**src/rtl/dmem_cache.sv**
```systemverilog
// dmem_cache: direct-mapped, write-through, no-write-allocate data cache with
// one 32-bit word per line. Valid bits, tags and data are held in flops.
//
// Ports
//   clk, rst            clock; synchronous active-high reset
//   dcache_addr/re/we/din/dout  CPU side (byte address, read strobe, byte
//                       write strobes, write data, registered read data)
//   stall               high whenever the controller is not idle
//   mem_req_*           backing-memory request channel (valid/ready handshake)
//   mem_resp_valid/data backing-memory read response (one cycle per response)
//   hit_count, miss_count  wrapping performance counters
module dmem_cache #(
  parameter int LINES = 64
) (
  input  logic        clk,
  input  logic        rst,
  input  logic [31:0] dcache_addr,
  input  logic        dcache_re,
  input  logic [3:0]  dcache_we,
  input  logic [31:0] dcache_din,
  output logic [31:0] dcache_dout,
  output logic        stall,
  output logic        mem_req_valid,
  input  logic        mem_req_ready,
  output logic        mem_req_rw,
  output logic [31:0] mem_req_addr,
  output logic [31:0] mem_req_data,
  output logic [3:0]  mem_req_strb,
  input  logic        mem_resp_valid,
  input  logic [31:0] mem_resp_data,
  output logic [31:0] hit_count,
  output logic [31:0] miss_count
);

  localparam int IDX  = $clog2(LINES);
  localparam int TAGW = 30 - IDX;

  localparam logic [1:0] IDLE    = 2'd0;
  localparam logic [1:0] RD_REQ  = 2'd1;
  localparam logic [1:0] RD_WAIT = 2'd2;
  localparam logic [1:0] WR_REQ  = 2'd3;

  // Replace the strobed bytes of old_word with the matching bytes of new_word.
  function automatic logic [31:0] merge_bytes(input logic [31:0] old_word,
                                               input logic [31:0] new_word,
                                               input logic [3:0]  strb);
    logic [31:0] res;
    res = old_word;
    for (int b = 0; b < 4; b++) begin
      if (strb[b]) begin
        res[8*b +: 8] = new_word[8*b +: 8];
      end else begin
        res[8*b +: 8] = old_word[8*b +: 8];
      end
    end
    return res;
  endfunction

  logic [1:0]       state_r;
  logic [1:0]       state_nxt_s;
  logic [LINES-1:0] valid_r;
  logic [TAGW-1:0]  tag_r  [LINES];
  logic [31:0]      data_r [LINES];
  logic [31:0]      req_addr_r;
  logic [31:0]      req_data_r;
  logic [3:0]       req_strb_r;

  logic [IDX-1:0]   idx_s;
  logic [TAGW-1:0]  tag_s;
  logic [IDX-1:0]   fill_idx_s;
  logic [TAGW-1:0]  fill_tag_s;
  logic             hit_s;
  logic             is_write_s;
  logic             accept_s;
  logic             write_hit_s;
  logic             fill_s;
  logic             unused_s;

  assign idx_s       = dcache_addr[IDX+1:2];
  assign tag_s       = dcache_addr[31:IDX+2];
  assign fill_idx_s  = req_addr_r[IDX+1:2];
  assign fill_tag_s  = req_addr_r[31:IDX+2];
  assign hit_s       = valid_r[idx_s] && (tag_r[idx_s] == tag_s);
  assign is_write_s  = (dcache_we != 4'b0000);
  assign accept_s    = (state_r == IDLE) && (dcache_re || is_write_s);
  assign write_hit_s = accept_s && is_write_s && hit_s;
  assign fill_s      = (state_r == RD_WAIT) && mem_resp_valid;
  // Byte-offset bits of the CPU address play no part in a word cache.
  assign unused_s    = ^dcache_addr[1:0];

  // Request outputs are pure decodes of registered state, so they cannot
  // change while a request waits for ready.
  assign stall         = (state_r != IDLE);
  assign mem_req_valid = (state_r == RD_REQ) || (state_r == WR_REQ);
  assign mem_req_rw    = (state_r == WR_REQ);
  assign mem_req_addr  = req_addr_r;
  assign mem_req_data  = req_data_r;
  assign mem_req_strb  = req_strb_r;

  // Next-state decode of the miss/write-through controller.
  always_comb begin
    state_nxt_s = state_r;
    case (state_r)
      IDLE: begin
        if (accept_s && is_write_s) begin
          state_nxt_s = WR_REQ;
        end else if (accept_s && !hit_s) begin
          state_nxt_s = RD_REQ;
        end else begin
          state_nxt_s = IDLE;
        end
      end
      RD_REQ:  state_nxt_s = mem_req_ready  ? RD_WAIT : RD_REQ;
      RD_WAIT: state_nxt_s = mem_resp_valid ? IDLE    : RD_WAIT;
      WR_REQ:  state_nxt_s = mem_req_ready  ? IDLE    : WR_REQ;
      default: state_nxt_s = IDLE;
    endcase
  end

  // Controller state, valid bits, read data, latched request and counters.
  always_ff @(posedge clk) begin
    if (rst) begin
      state_r     <= IDLE;
      valid_r     <= '0;
      dcache_dout <= 32'd0;
      req_addr_r  <= 32'd0;
      req_data_r  <= 32'd0;
      req_strb_r  <= 4'b0000;
      hit_count   <= 32'd0;
      miss_count  <= 32'd0;
    end else begin
      state_r <= state_nxt_s;
      if (accept_s) begin
        if (hit_s) begin
          hit_count <= hit_count + 32'd1;
        end else begin
          miss_count <= miss_count + 32'd1;
        end
        if (is_write_s) begin
          // Every write goes through to memory; dout is left alone.
          req_addr_r <= {dcache_addr[31:2], 2'b00};
          req_data_r <= dcache_din;
          req_strb_r <= dcache_we;
        end else if (hit_s) begin
          dcache_dout <= data_r[idx_s];
        end else begin
          req_addr_r <= {dcache_addr[31:2], 2'b00};
          req_strb_r <= 4'b0000;
        end
      end
      if (fill_s) begin
        valid_r[fill_idx_s] <= 1'b1;
        dcache_dout         <= mem_resp_data;
      end
    end
  end

  // Tag and data arrays; contents are don't-care until the valid bit is set.
  always_ff @(posedge clk) begin
    if (!rst && write_hit_s) begin
      data_r[idx_s] <= merge_bytes(data_r[idx_s], dcache_din, dcache_we);
    end else if (!rst && fill_s) begin
      data_r[fill_idx_s] <= mem_resp_data;
      tag_r[fill_idx_s]  <= fill_tag_s;
    end
  end

endmodule

```
**config.mk**
```make
export PLATFORM = sky130hd
export DESIGN_NAME = dmem_cache
export DESIGN_NICKNAME = d
export VERILOG_FILES = /design/src/rtl/dmem_cache.sv
export SDC_FILE = /design/constraint.sdc
export NUM_CORES = 2
export LEC_CHECK = 0
export ABC_AREA = 1
export CELL_PAD_IN_SITES_DETAIL_PLACEMENT = 1
export CELL_PAD_IN_SITES_GLOBAL_PLACEMENT = 1
export CORE_UTILIZATION = 35
export CTS_CLUSTER_SIZE = 14
export DETAILED_ROUTE_END_ITERATION = 10
export PLACE_DENSITY = 0.68
export SYNTH_ARGS = -nofsm -noshare
export SYNTH_HDL_FRONTEND = slang
export SYNTH_SLANG_ARGS = --single-unit
```
**constraint.sdc**
```tcl
create_clock -name clk -period 6.5 [get_ports clk]
set_input_delay 1.625 -clock clk [delete_from_list [all_inputs] [get_ports clk]]
set_output_delay 1.625 -clock clk [all_outputs]
set_load 0.02 [all_outputs]
```
### Word level (Yosys, flattened, before mapping)

Memory sizes are Yosys's and may differ from the RTL's.
Cells that the tools add are included.

| storage, ports and cells | value |
|---|---|
| memories | 2 |
| input port bits | 105 |
| output and inout bits | 167 |
| bits in writable memories | 3584 |
| register bits | 230 |
| word-level logic and storage cells | 81 |

| cells by class | value |
|---|---|
| eq/ne operators | 6 |
| reduce and logical (&&, ||, !) cells | 24 |
| muxes and demuxes | 34 |
| bitwise gates (word level) | 2 |
| $add $sub $neg | 2 |
| $lt $le $gt $ge | 3 |

Memory list:

| name | words | bits a word | read ports | clocked after memory_dff | write ports | line | text |
|---|---|---|---|---|---|---|---|
| data_r | 64 | 32 | 1 | 0 | 1 | 63 | `logic [31:0] data_r [LINES];` |
| tag_r | 64 | 24 | 1 | 0 | 1 | 62 | `logic [TAGW-1:0] tag_r [LINES];` |

Operator list:

| operator | number |
|---|---|
| $mux W32 | 7 |
| $add A32 B1 Y32 const B | 2 |
| $mux W8 | 8 |
| $or A64 B64 Y64 | 1 |
| $reduce_or A32 Y1 | 1 |
| $eq A24 B24 Y1 | 1 |
| $lt A6 B7 Y1 const B | 2 |
| $logic_and A1 B1 Y1 | 9 |
| $mux W1 | 9 |
| $mux W2 | 4 |
| $mux W4 | 2 |
| $pmux W2 S4 | 1 |
| $reduce_and A2 Y1 | 4 |
| $bmux W1 S6 | 1 |
| $demux W1 S6 | 1 |
| $ge A6 B1 Y1 const B | 1 |
| $mux W6 | 1 |
| $reduce_bool A2 Y1 | 3 |
| $eq A2 B2 Y1 const B | 2 |
| $ne A2 B1 Y1 const B | 2 |
| $reduce_bool A4 Y1 | 1 |
| $reduce_and A3 Y1 | 1 |
| $eq A2 B1 Y1 const B | 1 |
| $logic_not A1 Y1 | 2 |
| 3 further kinds | 4 |

### Logic depth before layout (Yosys ltp)

| logic depth | value |
|---|---|
| depth in word-level cells | 10 |
| depth in mapped cells | 27 |
| mapped depth without buffers | 23 |

### Least setup slack after synthesis

No wires, ideal clock.

| timing path | value |
|---|---|
| kind | input-to-reg |
| start point | input port dcache_addr[2] |
| end point | memory data_r[0][25] (data pin) |
| path buffers | 8 |
| required time | 5.912 ns |
| setup time | 0.588 ns |
| arrival | 5.426 ns |
| setup slack | 0.486 ns |
| stages on the path | 17 |
| cell sequence | buf_4 inv_4 buf_6 buf_4 buf_4 buf_4 buf_2 buf_2 clkbuf_1 nor2_1 o22ai_1 nor2_1 o32ai_1 nand2_1 nand3_1 nand3_1 a31oi_1 |

| on the way | value |
|---|---|
| longest elaborated chain between the ends | 9 |
| elaborated cells on any way between the ends | 14 |
| those cells by class | eq/ne (1); mux (7); reduce/logical (4); memory (2) |

Ends and longest elaborated chain:

| item | line | text |
|---|---|---|
| start, declared | 17 | `input logic [31:0] dcache_addr,` |
| $mem_v2 Z64 W24 or $bmux W1 S6 (tied branches) | - |  |
| $eq A24 B24 Y1 or $mux W1 (tied branches) | 83 | `assign hit_s = valid_r[idx_s] && (tag_r[idx_s] == tag_s);` |
| $logic_and A1 B1 Y1 | 83 |  |
| $logic_and A1 B1 Y1 | 86 | `assign write_hit_s = accept_s && is_write_s && hit_s;` |
| $logic_and A1 B1 Y1 | 160 | `if (!rst && write_hit_s) begin` |
| $mux W1 | 160 |  |
| $mux W1 (implied by the code) | 163 | `data_r[fill_idx_s] <= mem_resp_data;` |
| $reduce_or A32 Y1 (no source line) | - |  |
| $mux W32 (no source line) (*) | - |  |
| end, declared | 63 |  |

Every way passes the cells marked *; elsewhere a longest branch is shown, timed or not. The select of a mux whose other input is x is not followed.

### Worst setup path in the final report

| timing path | value |
|---|---|
| start point | input port dcache_addr[3] |
| end point | memory data_r[16][15] (data pin) |

Same word-level chain as after synthesis.

==> summary.txt <==
Logic synthesis
  – FFs w/ async S/R, synth: 0%
  – Mapped Area: around 150,000 sq um
  – Yosys warning count: 0
  – Most common flop cell mapped by yosys: edfxtp_1
  – Post-synthesis register bit count: 3,812
  – Top cells by area, synth: edfxtp_1 (70%), nand2_1 (5.5%), nand3_1 (5.4%)
  – Synth top area share: between 70% and 80%
  – Post-synth EDFFs: 3,584
  – Most frequent cells after synthesis: edfxtp_1 (3,584), nand2_1 (2,237), nor2_1 (1,725)
  – Post-Syn Instances: around 13,000
  – Distinct cells, synth: 38
  – Most common cell in the netlist: edfxtp_1
  – Sequential share of the synthesized area: approximately 73%
  – Synthesized area per cell: 11.9 sq um
  – Leading area contributor after synthesis: edfxtp_1

Die
  – Rows: approximately 240
  – DIE HEIGHT: 665 um
  – Die ar.: about 440,000 sq um
  – Core area: about 440,000 sq um
  – Initial Utilization: between 30% and 40%
  – Io pins: ~270
  – Die X-Extent: between 600 and 700 um

Min path
  – Tightest Hold Check Type: register to register

Drt
  – Wire per inst: between 20 and 30 um
  – Antenna Nets Post-Route: 0
  – Vias post-DR: between 100k and 150k
  – Vias per std cell: 5.57
  – DR DRC count: 0
  – 1st-pass router iterations: 5
  – Routed wire length: between 500 and 600 mm
  – DRT iter0 DRCs: around 10,000

Clocking
  – Max Root-Sink Buffers: 4
  – Clock slew at reported path FFs: ~60 ps
  – Post-cts sizing count: 0
  – Post-CTS Hold Fix Bufs: 0
  – CTS tree: built
  – H-tree level count: 5
  – Clk sinks: roughly 3,800
  – Clk Tree Root Cell: clkbuf_16
  – Clock Latency Late Sink: just under 1000 ps
  – # Post-CTS Setup Buffers: 0
  – Cts bufs inserted: 390

STA
  – Setup TNS: 0 ps
  – Worst-Margin Slew: roughly 1100 ps
  – Max Slew Vio Count: 0
  – Fmax: about 190 MHz
  – Min Tclk post-route: 5370 ps
  – Fin Hold WS: approximately 460 ps
  – Period utilisation layout: 82.7%
  – Max Clock Skew: between 60 and 70 ps
  – Worst slew margin: around a quarter
  – RSZ-0062 raised after global routing: no
  – Hold Vio Cnt, Final: 0
  – Setup-failing EPs final: 0

Placement
  – DP HPWL: around 280 mm
  – Gpl congestion: 0.865
  – Placed Cells: approximately 19,000
  – IO Port Bufs: 267

Layout
  – Synth-to-layout area growth: 16.6%
  – Layout cells sized above 1: a little under a tenth
  – Fin util: around two fifths
  – Nets@finish: about 13,000
  – Post-Layout Cell Count: around 19,000

Global route
  – Vias in the first global route: ~110k
  – Overflow after GRT: 0
  – Global-route wire length before repair: approximately 730 mm
  – Largest net degree at the start of global routing: ~190
  – Total track usage: ~22%
  – Initial antenna violation count: 26

Setup path
  – Worst-path maximum fanout: 68
  – WP data arrival: 6130 ps
  – Kind of critical path: primary input to register
  – Required @ worst endpoint: approximately 7300 ps
  – Crit end category: register
  – Critical Path Source Type: primary input

Power
  – Cell leakage power: approximately 60 nW
  – Peak VDD IR: between 0.2 and 0.25 mV
  – Pwr per Cell Area: 311 nW/um^2

Flow run
  – Max Cap Viol: 0

Run status
  – Status: completed
[worst max-delay path, stage by stage]
cell and delay [ps]:
buf_8 180, inv_8 350, buf_4 260, buf_4 270
buf_4 730, o21ai_0 220, o22ai_1 180, o21ai_0 120
o22ai_1 610, nand2_1 200, a21oi_1 230, buf_4 180
a31oi_1 60, o21ai_0 240, nand2_1 90, nand2_2 140
buf_12 220
[kinds of logic (layout without fill, tap and decap cells)]
kind of cell             after synthesis  after routing  share of synthesized area [%]
XOR/XNOR                              57             57                          0.325
flip-flops                          3812           3812                           73.0
buffers and inverters               1069           1634                           3.00
AND/OR/NAND/NOR                     5755           5755                           15.7
adder cells (fa/ha/maj)                2              2                         0.0163
AO/OA/AOI/OAI                       2248           2248                           7.98
other                                  1              8                        0.00244
[cells in the final DEF (no fill, tap or decap), types with 10 or more instances in the layout]
| cell type | Yosys | final |
|---|---|---|
| inv_1 | 152 | 147 |
| clkinv_1 | 2 | 86 |
| bufinv_16 | 0 | 30 |
| a31oi_4 | 0 | 23 |
| nor2_1 | 1725 | 1595 |
| o21ai_0 | 1367 | 1367 |
| nand3b_1 | 40 | 40 |
| nand3_1 | 1655 | 1655 |
| nand2_1 | 2237 | 2227 |
| nor2_4 | 1 | 106 |
| clkbuf_1 | 507 | 97 |
| edfxtp_1 | 3584 | 3584 |
| clkinvlp_4 | 0 | 12 |
| nor3_1 | 34 | 34 |
| xor2_1 | 46 | 46 |
| inv_6 | 0 | 11 |
| xnor2_1 | 11 | 11 |
| buf_12 | 0 | 176 |
| nand4_1 | 42 | 42 |
| clkdlybuf4s50_1 | 0 | 260 |
| o22ai_1 | 628 | 628 |
| o21ai_1 | 18 | 18 |
| dfxtp_1 | 228 | 204 |
| buf_4 | 42 | 324 |
| nand2_2 | 2 | 10 |
| nor2_2 | 3 | 28 |
| clkbuf_16 | 0 | 401 |
| clkinv_2 | 0 | 60 |
| dfxtp_2 | 0 | 24 |
| a21oi_1 | 159 | 159 |
| o32ai_1 | 35 | 35 |
[final timing paths]
check / end / depth (start not counted) / slack, ps / start
hold reg to reg: valid_r[63]$_SDFFE_PP0P_ / 2 / 460 / valid_r[63]$_SDFFE_PP0P_
setup / recovery: data_r[16][15]$_DFFE_PP_ / 17 / 1130 / dcache_addr[3]
hold / removal: valid_r[63]$_SDFFE_PP0P_ / 2 / 460 / valid_r[63]$_SDFFE_PP0P_
setup reg to reg: data_r[41][17]$_DFFE_PP_ / 20 / 2480 / tag_r[0][5]$_DFFE_PP_
[final cells by class]
class | count | area (sq um)
sequential | 3812 | 112000
antenna | 6 | 15.0
tap | 5734 | 7170
fill | 45700 | 257000
clock inverter | 209 | 1890
multi-input combinational | 8064 | 38100
clock buffer | 501 | 10400
timing repair buffer | 765 | 8640
inverter | 159 | 652
[power breakdown]
part	internal, W	switching [W]
clock	0.0125	0.00959
combinational	0.00140	0.00420
sequential	0.0279	0.000171
total	0.0418	0.0140
[state kept, by name, indices dropped and copies added, names as in the netlist]
name	count
data_r	2048
tag_r	1536
valid_r	64
dcache_dout	32
hit_count	32
mem_req_data	32
miss_count	32
mem_req_addr	30
mem_req_strb	4
state_r	2
[per-layer routing]
layer	vias up	GRT usage [%]	wire, um
met5	-	0	32
met4	4	7.64	18000
met3	809	3.01	33500
met2	3647	36.7	240000
met1	55500	29.8	213000
li1	47300	-	-
[through the flow]
| stage | setup slack [ps] | area [sq um] | total power, W |
|---|---|---|---|
| final | 1130 | 179000 | 0.0558 |
| after global routing | 997 | 179000 | 0.0573 |
| after CTS | 1310 | 179000 | 0.0561 |
| after detailed placement | 276 | 167000 | 0.0341 |
| after global placement | 323 | 167000 | 0.0340 |
| after floorplan | 486 | 154000 | 0.0314 |
Note: power is estimated with default switching activity, not from simulation.
